$ cat src/rtl/ram_arbiter.sv
// rtl/ram_arbiter.sv - two-client arbiter sharing one single-port synchronous RAM
module ram_arbiter #(
  parameter int A    = 10,
  parameter int D    = 8,
  parameter int PRIO = 0
) (
  input  logic         clk,
  input  logic         reset,
  input  logic         req0,
  input  logic         req1,
  input  logic         we0,
  input  logic         we1,
  input  logic [A-1:0] addr0,
  input  logic [A-1:0] addr1,
  input  logic [D-1:0] din0,
  input  logic [D-1:0] din1,
  output logic         ack0,
  output logic         ack1,
  output logic         rvalid0,
  output logic         rvalid1,
  output logic [D-1:0] rdata,
  output logic [A-1:0] ram_addr,
  output logic [D-1:0] ram_din,
  output logic         ram_we,
  input  logic [D-1:0] ram_dout
);

  // last: port granted on the most recent busy edge; 1 after reset so port 0 wins first contest
  logic last;
  logic gnt0;
  logic gnt1;
  logic sel_we;

  // Grant selection: a lone request always wins; contention resolved by priority mode
  always_comb begin
    gnt0 = 1'b0;
    gnt1 = 1'b0;
    if (req0 && req1) begin
      if (PRIO == 1 || last) gnt0 = 1'b1;
      else                   gnt1 = 1'b1;
    end else begin
      gnt0 = req0;
      gnt1 = req1;
    end
  end

  // Steer the granted client onto the RAM port; idle defaults to port 0 with no write
  always_comb begin
    ram_addr = addr0;
    ram_din  = din0;
    sel_we   = 1'b0;
    if (gnt1) begin
      ram_addr = addr1;
      ram_din  = din1;
      sel_we   = we1;
    end else if (gnt0) begin
      sel_we   = we0;
    end
  end

  assign ack0   = gnt0;
  assign ack1   = gnt1;
  // Writes are suppressed for as long as reset is held low
  assign ram_we = sel_we & reset;
  assign rdata  = ram_dout;

  // Round-robin history: remember which port was served, hold it when idle
  always_ff @(posedge clk or negedge reset) begin
    if (!reset) begin
      last <= 1'b1;
    end else if (gnt0 || gnt1) begin
      last <= gnt1;
    end
  end

  // Read-data valid flags, one cycle after a granted read; writes never flag
  always_ff @(posedge clk or negedge reset) begin
    if (!reset) begin
      rvalid0 <= 1'b0;
      rvalid1 <= 1'b0;
    end else begin
      rvalid0 <= gnt0 & ~we0;
      rvalid1 <= gnt1 & ~we1;
    end
  end

endmodule

$ cat config.mk
export PLATFORM = sky130hd
export DESIGN_NAME = ram_arbiter
export DESIGN_NICKNAME = d
export VERILOG_FILES = /design/src/rtl/ram_arbiter.sv
export SDC_FILE = /design/constraint.sdc
export NUM_CORES = 1
export LEC_CHECK = 0
export ABC_AREA = 1
export CAP_MARGIN = 20
export CORE_MARGIN = 5
export CORE_UTILIZATION = 22
export CTS_CLUSTER_DIAMETER = 200
export DETAILED_ROUTE_END_ITERATION = 10
export PLACE_DENSITY = 0.81
export SLEW_MARGIN = 20
export SYNTH_ARGS = -nofsm -noshare
export SYNTH_HDL_FRONTEND = slang
export SYNTH_SLANG_ARGS = --single-unit
$ cat constraint.sdc
create_clock -name clk -period 2.7 [get_ports clk]
set_clock_uncertainty 0.05 [all_clocks]
set_input_delay 0.54 -clock clk [delete_from_list [all_inputs] [get_ports clk]]
set_output_delay 0.54 -clock clk [all_outputs]
set_load 0.02 [all_outputs]
### Word-level counts from Yosys, hierarchy flattened

Cells that the tools add are included.

* mux-type cells: 8
* bitwise operators: 5
* reduce and logical (&&, ||, !) cells: 2

Operators by type and width (number)
* two-way mux 10 bit: 1
* two-way mux 8 bit: 1
* two-way mux 1 bit: 6
* AND 1 bit: 3
* inverter 1 bit: 2
* logical AND 1 bit: 1
* logical OR 1 bit: 1

* register bits: 3
* input bits: 50
* output and inout port bits: 31
* word-level logic and storage cells: 18

### Longest topological paths before layout

* depth after elaboration: 5
* depth in mapped cells: 6
* depth with buffers taken out: 5

### Worst setup path before layout

No wires, ideal clock.

* path kind: in2out
* start: input port req0
* end: output port ram_we
* arrival time: 1153 ps
* required time: 2110 ps
* slack: 957 ps
* stages: 6
* buffers on the path: 1
* cells stage by stage: nand2_2 -> nand2_2 -> buf_6 -> nand2_1 -> inv_1 -> nor2_1

* word-level cells in the longest chain between the ends: 5
* elaborated cells on any way between the ends: 6
* classes of those cells: 4 x mux; 1 x bitwise; 1 x reduce/logical

Ends and longest elaborated chain
* start, declared: RTL line 9 `input logic req0,`
* logical AND 1 bit: RTL line 38 `if (req0 && req1) begin`
* two-way mux 1 bit: RTL line 38
* two-way mux 1 bit: RTL line 56 `end else if (gnt0) begin`
* two-way mux 1 bit (*): RTL line 52 `if (gnt1) begin`
* AND 1 bit (*): RTL line 64 `assign ram_we = sel_we & reset;`
* end, declared: RTL line 24 `output logic ram_we,`

Mark *: on every way between the ends. The rest lies on a longest branch, timed or not.

### Worst setup path after layout

* start: input port req0
* end: output port ram_addr[5]

* word-level cells in the longest chain between the ends: 3

Ends and longest elaborated chain
* logical AND 1 bit: RTL line 38
* two-way mux 1 bit: RTL line 38
* two-way mux 10 bit: RTL line 52
* end, declared: RTL line 22 `output logic [A-1:0] ram_addr,`

No other way between the ends.

==> flow_metrics.tcl <==
set metrics [dict create \
    outcome "completed" \
    route.antenna.remaining_nets 0 \
    num_rows 16 \
    grt_pass1_wl_mm 3.208 \
    switching_share 0.3666 \
    worstPathRequired_ps 2110 \
    crit_arrival_ps 2110 \
    ys_seq_area_frac 0.1676 \
    grt_pass1_vias 752 \
    drv_cap 0 \
    hold_ws_ps 450.1 \
    synthCells 85 \
    syn_area_per_cell_um2 5.358 \
    fin_ws_ps 2.561 \
    fp.coreArea_um2 1962 \
    netlist_area_um2 455.4 \
    grt_overflow_total 0 \
    dpl_worst_slack_ps -90.08 \
    route.vias.total 754 \
    io_buffers 64 \
    setup_viol 0 \
    htreeDepth 1 \
    die_area_um2 3080 \
    nFillCells 185 \
    hold_viol 0 \
    hold_class "input pin to asynchronous set/reset pin" \
    layout-drive-gt1-share 0.08219 \
    end_kind "primary output" \
    cts_tree "done" \
    clock_latency_ps 240 \
    tightest_slew_ps 241.5 \
    power_frac_comb 0.634 \
    avgRoutedWirePerCell_um 11.86 \
    rr_worst_depth 4 \
    r2r-start "last" \
    fp.dieH_um 55.50 \
    io_pins 81 \
    cts_sinks 3 \
    dpl.hpwl_mm 1.788 \
    worstSetupStartpointType "input pin" \
    ir_worst_vdd_mv 0.2539 \
    drc 0 \
    dr.pass1.iters 4 \
    antenna_found_initial 0 \
    p_clk_frac 0.221 \
    r2r_slack_ps 1760 \
    cts_buffer_depth 2 \
    drv_slew 0 \
    wirelength_mm 2.051 \
    powerDensity_nw_per_um2 330.3 \
    insertedDiodeCount 0 \
    clk_pin_slew_ps 40 \
    nets 197 \
    ys_ff_latch 3 \
    postCtsSetupRepairBufs 0 \
    grt_usage 0.1315 \
    die_x_um 55.50 \
    synthesis.nets 135 \
    fin_setup_tns_ps 0 \
    p_sw_mw 0.1350 \
    grt_max_degree 20 \
    rsz0062_at_grt "yes" \
    period_needed_ps 2697 \
    worstSetupPathType "input pin to primary output" \
    intPower_mw 0.2333 \
    timing.fmax_ghz 0.3707 \
    drt_iter0_drc 24 \
    timing.final.crit_share 0.9991 \
    numCtsBuffers 3 \
    area_growth_pct 144.8 \
    p_seq_frac 0.144 \
    gp_congestion 0.8996 \
    ys_types 12 \
    vias_per_cell 4.358 \
    ys_warn_count 0 \
    relSlewSlack 0.8385 \
    finalPower_mw 0.3683 \
    clockRootBuffer "clkbuf_4" \
    path_max_fanout 19 \
    rr_endpoint "rvalid0" \
    total_leakage_power_nw 0.6345 \
    initial_core_util 0.2321 \
]
==> per-layer routing <==
metal / up-vias / track usage / wire, um / share of wire
met5: - / 0 / 0 / 0
met2: 64 / 0.2128 / 831 / 0.41
li1: 363 / - / - / -
met1: 322 / 0.1377 / 872 / 0.43
met4: 0 / 0.05556 / 26 / 0.013
met3: 5 / 0.07692 / 320 / 0.16
==> worst max-delay path by stage <==
stage	start	to	slack [ps]	cells after the start
after detailed placement	req0	ram_addr[7]	-90	7
after global placement	req0	ram_addr[0]	-30	7
after floorplan	req0	ram_we	960	6
after CTS	req0	ram_din[1]	0.5	7
after global routing	req0	ram_addr[5]	-80	7
final	req0	ram_addr[5]	3	7
==> stage by stage <==
step                      area (um^2)  utilization  instances
after CTS                        1095       0.5580        173
after detailed placement         1070       0.5453        169
after global routing             1115       0.5682        173
after floorplan                 455.4            -         85
after global placement           1070       0.5453        169
final                            1115       0.5682        173
==> cells in the final DEF (no fill, tap or decap) <==
master           netlist  final
nand2_1               58     58
clkdlybuf4s50_1        0     53
dlymetal6s2s_1         0      8
inv_1                  5      5
nand2_2                3      3
clkbuf_4               0      3
dlygate4sd2_1          0      3
buf_4                  8      3
nor2_1                 2      2
dfrtp_1                2      2
inv_4                  0      1
nand3_1                1      1
o21ai_0                1      1
clkbuf_1               0      1
dfstp_2                1      1
buf_12                 1      1
==> layout make-up <==
type                            count  area [um^2]  share of cell area
Sequential cell                     3        76.32             0.06846
Tap cell                           27        33.78             0.03030
Multi-Input combinational cell     65        254.0              0.2278
Inverter                            6        25.02             0.02245
Timing Repair Buffer               68        699.4              0.6274
Clock buffer                        4        26.28             0.02357
==> synthesized netlist by cell type, drive strengths merged <==
library cell | n | area (um^2)
buf | 11 | 102.6
dfrtp | 2 | 50.05
dfstp | 1 | 26.28
inv | 6 | 22.52
nand2 | 61 | 236.5
nand3 | 1 | 5.000
nor2 | 2 | 7.510
o21ai | 1 | 5.000
==> sequential cells by signal, indices dropped and copies added (netlist names) <==
signal   count
last         1
rvalid0      1
rvalid1      1
==> power by group through the flow <==
stage / clock network [mW] / registers (mW) / logic, mW
floorplan: 0 / 0.0556 / 0.118
global placement: 0 / 0.0536 / 0.236
detailed placement: 0 / 0.0538 / 0.240
CTS: 0.0827 / 0.0534 / 0.239
global route: 0.0830 / 0.0535 / 0.251
finish: 0.0815 / 0.0531 / 0.234
==> cell families (layout without fill, tap and decap cells) <==
logic type / count (synthesis) / after routing / share of synthesized area
AOI/OAI and AO/OA: 1 / 1 / 0.01098
buffers and inverters: 17 / 78 / 0.2747
DFF: 3 / 3 / 0.1676
and+or+nand+nor: 64 / 64 / 0.5467
==> timing repair <==
item,in CTS,in global routing
endpoints found under the setup margin,18,16
gates resized for setup,4,8
hold buffers,0,0
==> critical path: stages <==
cell,delay (ps)
clkdlybuf4s50_1,440
nand2_2,90
nand2_2,100
inv_4,180
nand2_1,80
nand2_1,60
clkdlybuf4s50_1,600
No activity file was read; power rests on OpenSTA's default activity.
